### src/rtl/two_digit_counter.sv
// Free-running 00..99 decimal counter with a TICK_DIV prescaler, driving two active-high 7-segment displays.
// Optional build macro LEADING_ZERO_BLANK_EN blanks the tens display while the tens digit is zero.
module two_digit_counter #(
  parameter int TICK_DIV = 1
) (
  input  logic       clock,
  input  logic       reset,
  output logic [6:0] digit1,
  output logic [6:0] digit0
);

  // A width of at least one bit keeps the prescaler legal when TICK_DIV is 1.
  localparam int PRE_W = (TICK_DIV > 1) ? $clog2(TICK_DIV) : 1;
  localparam logic [PRE_W-1:0] PRE_LAST = PRE_W'(TICK_DIV - 1);

  logic [PRE_W-1:0] pre;
  logic [3:0]       ones;
  logic [3:0]       tens;
  logic             tick;

  // Segment order {a,b,c,d,e,f,g}; non-BCD codes show a dash.
  function automatic logic [6:0] seg7(input logic [3:0] bcd);
    logic [6:0] s;
    case (bcd)
      4'd0:    s = 7'b1111110;
      4'd1:    s = 7'b0110000;
      4'd2:    s = 7'b1101101;
      4'd3:    s = 7'b1111001;
      4'd4:    s = 7'b0110011;
      4'd5:    s = 7'b1011011;
      4'd6:    s = 7'b1011111;
      4'd7:    s = 7'b1110000;
      4'd8:    s = 7'b1111111;
      4'd9:    s = 7'b1111011;
      default: s = 7'b0000001;
    endcase
    return s;
  endfunction

  assign tick = (pre == PRE_LAST);

  // Prescaler and BCD digit registers
  always_ff @(posedge clock or posedge reset) begin
    if (reset) begin
      pre  <= '0;
      ones <= 4'd0;
      tens <= 4'd0;
    end else if (tick) begin
      pre <= '0;
      if (ones == 4'd9) begin
        ones <= 4'd0;
        tens <= (tens == 4'd9) ? 4'd0 : tens + 4'd1;
      end else begin
        ones <= ones + 4'd1;
      end
    end else begin
      pre <= pre + PRE_W'(1);
    end
  end

  // Combinational decode straight from the digit registers
  assign digit0 = seg7(ones);
`ifdef LEADING_ZERO_BLANK_EN
  assign digit1 = (tens == 4'd0) ? 7'b0000000 : seg7(tens);
`else
  assign digit1 = seg7(tens);
`endif

endmodule

### config.mk
export PLATFORM = sky130hd
export DESIGN_NAME = two_digit_counter
export DESIGN_NICKNAME = d
export VERILOG_FILES = /design/src/rtl/two_digit_counter.sv
export SDC_FILE = /design/constraint.sdc
export NUM_CORES = 1
export LEC_CHECK = 0
export BUFFER_PORTS_ARGS = -buffer_cell sky130_fd_sc_hd__clkbuf_2
export CORE_UTILIZATION = 40
export DETAILED_ROUTE_END_ITERATION = 8
export PLACE_DENSITY = 0.59
export SYNTH_ARGS = -nofsm -noshare
export SYNTH_HDL_FRONTEND = slang
export SYNTH_SLANG_ARGS = --single-unit
### constraint.sdc
create_clock -name clock -period 1.88 [get_ports clock]
set_clock_uncertainty 0.2 [all_clocks]
set_input_delay 0.188 -clock clock [delete_from_list [all_inputs] [get_ports clock]]
set_output_delay 0.188 -clock clock [all_outputs]
set_load 0.05 [all_outputs]
==> results of run 1 <==
## final cells by class
class                      instances  share of cell area, %
tap                               25                   2.63
timing repair buffer              23                   18.3
clock buffer                       3                   1.89
inverter                           8                   2.74
multi-input combinational         79                   57.1
sequential                         8                   17.4
## worst max-delay path by stage
| stage | to | depth (start not counted) | slack (ns) |
|---|---|---|---|
| floorplan | digit1[3] | 5 | -0.14 |
| global placement | digit1[3] | 5 | 0.14 |
| detailed placement | digit1[3] | 5 | 0.11 |
| CTS | digit1[1] | 6 | 0.0008 |
| global route | digit1[1] | 6 | -0.06 |
| finish | digit1[1] | 6 | -0.002 |
## worst max-delay path, cell delays in order (launching register included)
cell	delay (ns)
dfrtp_2	0.47
inv_4	0.12
ha_4	0.13
nor2b_4	0.16
a21oi_2	0.05
o21ai_2	0.17
buf_8	0.16
## metal layers
metal	vias up	global-route usage, %	share of wire [%]
met5	-	0	0
li1	382	-	-
met3	0	2.31	1.3
met1	337	21.7	49
met2	12	24.7	50
met4	0	6.86	0
## logic make-up after synthesis
logic type      count (synthesis)
simple gates                   30
buf+inv                        14
fa+ha+maj                      15
flops                           8
mux                             3
xor+xnor                        2
compound gates                 29
## cell usage after synthesis
master    instances  area, um2
or2_2             1       6.26
nor2_1            9       33.8
dfrtp_1           8        200
xnor2_1           2       17.5
a21o_1            2       15.0
buf_4             1       7.51
buf_2             4       20.0
o22ai_1           2       12.5
nand2_1           9       33.8
nor3b_1           1       7.51
o311ai_0          1       8.76
ha_1             15        188
nand2b_1          3       18.8
nor2b_1           3       18.8
o31a_1            1       8.76
mux2_4            1       15.0
o221ai_1          1       8.76
nand2_2           1       6.26
o21ai_0          13       65.1
inv_1             8       30.0
mux2i_1           2       20.0
a21oi_1           9       45.0
nand3b_1          1       7.51
clkbuf_1          1       3.75
and3b_1           1       8.76
nand3_1           1       5.00
## cells in the final DEF, fill, tap and decap left out, drive strengths merged
master       instances
buf                 17
dfrtp                8
nor2b                3
nor3b                1
a21oi                9
o21ai               13
or2                  1
o31a                 1
inv                  8
nand2b               3
nand3b               1
nor2                 9
o22ai                2
and3b                1
xnor2                2
mux2i                2
o221ai               1
a21o                 2
o311ai               1
clkbuf               8
nand2               10
dlygate4sd3          1
mux2                 1
ha                  15
nand3                1
## report_power, final
group | leakage [nW] | switching, mW | internal (mW)
sequential | 0.0935 | 0 | 0.173
combinational | 0.424 | 0.00338 | 0.00222
clock | 0.0138 | 0.0503 | 0.0725
total | 0.531 | 0.0537 | 0.247
## registers in the layout (all words and copies together) (netlist names)
name  count
tens      4
ones      4
## per-stage QoR
stage	instance area [um2]	TNS, ns	setup WS, ns	util [%]
floorplan	851	-0.208	-0.141	-
global placement	971	0	0.140	53.3
detailed placement	971	0	0.111	53.3
CTS	1080	0	0.000791	59.5
global route	1190	-0.141	-0.0634	65.3
finish	1190	-0.00204	-0.00204	65.3
## repair_timing
item	CTS	global route
hold endpoints to repair	8	0
gates resized for setup	28	35
setup buffers	1	0
pin swaps	0	4
hold buffers	1	0
setup endpoints to repair	14	12
==> results.py, run 1 <==
metrics = {
    "placed_design": {
        "post-place-cells": 141,
        "gp_congestion": 0.752,
        "hpwl_um": 1170,
        "count_of_input_and_output_buffers": 15,
    },
    "route": {
        "finalWirelength_um": 1730,
        "drt-initial-drc-count": 11,
        "drt.antenna.violating_nets": 0,
        "routed-via-count": 731,
        "drt_first_pass_iters": 4,
        "post_drt_via_cell_ratio": 5.01,
        "wl_per_cell_um": 11.9,
        "route.detailed.drc": 0,
    },
    "run": {
        "cap_violations": 0,
    },
    "layout": {
        "fill_cells": 154,
        "layout.area.seq_um2": 206,
        "antenna_cells_inserted": 0,
        "area.growth.synth_to_final_pct": 46.4,
        "num-nets-final": 140,
        "stdcell_count": 146,
        "multi_input_comb_area_um2": 678,
        "drive_gt1_share_pct": 49.6,
    },
    "sta": {
        "fin_ws_ns": -0.00204,
        "final.period_utilization_pct": 100,
        "layout_min_cycle_time_ns": 1.88,
        "rsz0062_at_grt": "yes",
        "timing.fmax_mhz": 531,
        "final-setup-viol-count": 1,
        "fin_hold_ws_ns": 0.201,
        "max_slew_margin_pct": 71.0,
        "finalHoldViolations": 0,
        "tightestPinTransition_ns": 0.435,
        "timing_max_transition_violations_final": 0,
    },
    "floorplanning": {
        "die-width_um": 47.1,
        "dieHeight_um": 47.1,
        "boundaryPins": 16,
        "dieArea_mm2": 0.00221,
        "start_util_pct": 44.6,
        "core.rowCount": 15,
        "placeableCoreArea_mm2": 0.00182,
    },
    "logic_synthesis": {
        "largest_family_of_logic_cells_by_synthesized_area": "adder cells",
        "syn_area_cell_um2": 8.04,
        "synth-seq-area-share_pct": 24.7,
        "synthSimpleGateAreaFrac_pct": 18.0,
        "netlist_area_um2": 812,
        "synth-adder-area-share_pct": 23.1,
        "ys_ff_latch": 8,
        "synth.distinct_cells": 26,
        "synth_fp_nets": 118,
        "area_fraction_in_compound_gates_after_synthesis_pct": 20.2,
        "postSynthCellCount": 101,
        "synthXorXnorAreaFrac_pct": 2.16,
        "synth-warning-count": 0,
        "synth_mux_area_share_pct": 4.31,
    },
    "clocking": {
        "htreeDepth": 1,
        "max-clock-path-buffers": 2,
        "cts_made_buffers": 3,
        "root_buffer": "clkbuf_4",
        "cts_tree": "yes",
        "clkTransAtPathRegs_ns": 0.05,
        "numClockSinks": 8,
        "clock_insertion_delay_worst_skew_ns": 0.25,
    },
    "worst_setup_path": {
        "worst-path-max-fanout": 7,
        "worst_ep_arrival_time_ns": 1.49,
        "timing.critical_path.to_type": "output port",
        "setup.worst_path.start_class": "flip-flop",
        "r2r_slack_ns": 0.18,
        "cp_data_required_time_ns": 1.49,
        "crit_type": "flip-flop to output port",
        "ff2ff_path_depth": 5,
        "reg2reg_to": "tens[2]",
        "critical_path.startpoint": "tens[0]",
        "critical_path.reg2reg.startpoint": "ones[1]",
    },
    "power_and_ir_drop": {
        "total_leakage_power_nw": 0.531,
        "power.density_mw_per_mm2": 253,
        "peakVddDrop_mv": 0.336,
        "post-layout-total-power_uw": 301,
    },
    "global_route": {
        "antenna_found_initial": 0,
        "global_route.overflow_total": 0,
        "grt_pass1_wl_um": 2420,
        "grt_start_max_net_pins": 17,
        "first_global_vias": 564,
        "grtUsageTotal_pct": 15.8,
    },
    "outcome": {
        "outcome": "finished with violations",
        "violations": "setup timing",
    },
    "min_path": {
        "hold_class": "primary input to async pin",
    },
}
No activity file was read; power rests on OpenSTA's default activity.
==> inputs of run 2 (changes only) <==
--- a/config.mk
+++ b/config.mk
@@ -9,6 +9,7 @@
 export CORE_UTILIZATION = 40
 export DETAILED_ROUTE_END_ITERATION = 8
 export PLACE_DENSITY = 0.59
+export SKIP_LAST_GASP = 1
 export SYNTH_ARGS = -nofsm -noshare
 export SYNTH_HDL_FRONTEND = slang
 export SYNTH_SLANG_ARGS = --single-unit
==> run 2 against run 1 <==
Compared with the run above:
- the flow still finishes with violations (setup timing)
- register-to-register slack barely moved
- total power about the same
- non-clock buffer count increased by 2
- critical path depth is the same
- clock-buffer cell count stayed put
- worst setup slack lost 0.0034 ns
- via count grew 2.5%
==> results.py, run 2 (synthesized netlist as in run 1, its figures left out) <==
metrics = {
    "route": {
        "finalWirelength_um": 1770,
        "wl_per_cell_um": 12.0,
        "drt-initial-drc-count": 8,
        "routed-via-count": 749,
        "drt_first_pass_iters": 4,
        "drt.antenna.violating_nets": 0,
        "post_drt_via_cell_ratio": 5.06,
        "route.detailed.drc": 0,
    },
    "global_route": {
        "antenna_found_initial": 0,
        "first_global_vias": 550,
        "grt_pass1_wl_um": 2350,
        "met1_usage_pct": 21.7,
        "global_route.overflow_total": 0,
        "grt_busiest_layer": "met2",
        "grtUsageTotal_pct": 15.3,
        "grt_start_max_net_pins": 17,
        "grt_use_met2_pct": 23.1,
        "grt_util_met3_pct": 2.31,
    },
    "layout": {
        "antenna_cells_inserted": 0,
        "multi_input_comb_area_um2": 679,
        "finished_core_util_pct": 66.1,
        "layout_commonest_cell": "ha_1",
        "layout.area.seq_um2": 206,
        "design_area_mm2": 0.00120,
        "largest_registers": "ones (4), tens (4)",
        "area.growth.synth_to_final_pct": 48.2,
        "drive_gt1_share_pct": 50.4,
        "stdcell_count": 148,
        "num-nets-final": 142,
        "fill_cells": 151,
        "final_cell_mix": "ha_1 (10), nand2_1 (9), buf_4 (9)",
    },
    "worst_setup_path": {
        "worst-path-max-fanout": 7,
        "setup.worst_path.start_class": "flip-flop",
        "reg2reg_to": "tens[2]",
        "critical_path.reg2reg.startpoint": "ones[1]",
        "r2r_slack_ns": 0.19,
        "ff2ff_path_depth": 5,
        "cp_data_required_time_ns": 1.49,
        "timing.critical_path.to_type": "output port",
        "worst_ep_arrival_time_ns": 1.50,
        "crit_type": "flip-flop to output port",
    },
    "clocking": {
        "numClockSinks": 8,
        "clock_insertion_delay_worst_skew_ns": 0.25,
        "max-clock-path-buffers": 2,
        "cts_made_buffers": 3,
        "htreeDepth": 1,
        "clkTransAtPathRegs_ns": 0.05,
        "cts_tree": "yes",
        "root_buffer": "clkbuf_4",
    },
    "sta": {
        "final.period_utilization_pct": 100,
        "fin_ws_ns": -0.00543,
        "tightestPinTransition_ns": 0.464,
        "layout_min_cycle_time_ns": 1.89,
        "max_slew_margin_pct": 69.1,
        "timing.fmax_mhz": 530,
        "final-setup-viol-count": 1,
        "rsz0062_at_grt": "yes",
        "timing_max_transition_violations_final": 0,
        "finalHoldViolations": 0,
    },
    "floorplanning": {
        "placeableCoreArea_mm2": 0.00182,
        "core.rowCount": 15,
        "die-width_um": 47.1,
        "dieArea_mm2": 0.00221,
        "boundaryPins": 16,
        "dieHeight_um": 47.1,
        "start_util_pct": 44.6,
    },
    "outcome": {
        "outcome": "finished with violations",
        "violations": "setup timing",
    },
    "placed_design": {
        "dp_area_um2": 971,
        "count_of_input_and_output_buffers": 15,
        "hpwl_um": 1170,
        "post-place-cells": 141,
        "gp_congestion": 0.752,
    },
    "power_and_ir_drop": {
        "total_leakage_power_nw": 0.551,
        "power.density_mw_per_mm2": 250,
        "peakVddDrop_mv": 0.333,
    },
    "run": {
        "cap_violations": 0,
    },
    "min_path": {
        "hold_class": "primary input to async pin",
    },
}
run 2: power breakdown:
| part | total, mW | internal, mW | switching [mW] | leakage (nW) |
|---|---|---|---|---|
| Clock | 0.123 | 0.0725 | 0.0505 | 0.0138 |
| Sequential | 0.173 | 0.173 | 0 | 0.0935 |
| Combinational | 0.00563 | 0.00222 | 0.00341 | 0.443 |
run 2: stage by stage:
| step | hold slack, ns | setup slack (ns) | TNS (ns) | power (mW) |
|---|---|---|---|---|
| 2_1_floorplan | -0.196 | -0.141 | -0.208 | 0.178 |
| 3_3_place_gp | -0.0766 | 0.140 | 0 | 0.180 |
| 3_5_place_dp | -0.0812 | 0.111 | 0 | 0.180 |
| 4_1_cts | 0.200 | -0.0145 | -0.0145 | 0.308 |
| 5_1_grt | 0.233 | -0.0665 | -0.215 | 0.318 |
| 6_report | 0.202 | -0.00543 | -0.00543 | 0.301 |
run 2: repair_timing:
item                                    4_1_cts  5_1_grt
hold buffers                                  1        0
hold endpoints to repair                      8        0
setup buffers                                 1        2
pin swaps                                     0        6
endpoints found under the setup margin       14       12
gates resized for setup                      27       35
run 2: critical path: stages (launching register included):
cell     delay (ns)
dfrtp_2        0.48
inv_4          0.12
ha_4           0.13
nor2b_4        0.15
a21oi_2        0.04
o21ai_2        0.17
buf_8          0.16
run 2: area by class of cell:
class | instances | area share, %
inverters | 8 | 2.70
clock buffers | 3 | 1.87
well taps | 25 | 2.60
multi-input cells | 79 | 56.4
flip-flops and latches | 8 | 17.2
repair buffers | 25 | 19.2
run 2: worst max-delay path by stage:
stage / start / to / cells past startpoint
after floorplan: tens[1] / digit1[3] / 5
after global placement: tens[0] / digit1[3] / 5
after detailed placement: tens[0] / digit1[3] / 5
after CTS: tens[0] / digit1[3] / 5
after global routing: tens[0] / digit1[1] / 6
final: tens[0] / digit1[1] / 6
run 2: layer usage:
layer | vias up | share of wire, %
met4 | 0 | 0
met1 | 351 | 48
met2 | 14 | 51
met3 | 0 | 1.8
li1 | 384 | -
met5 | - | 0
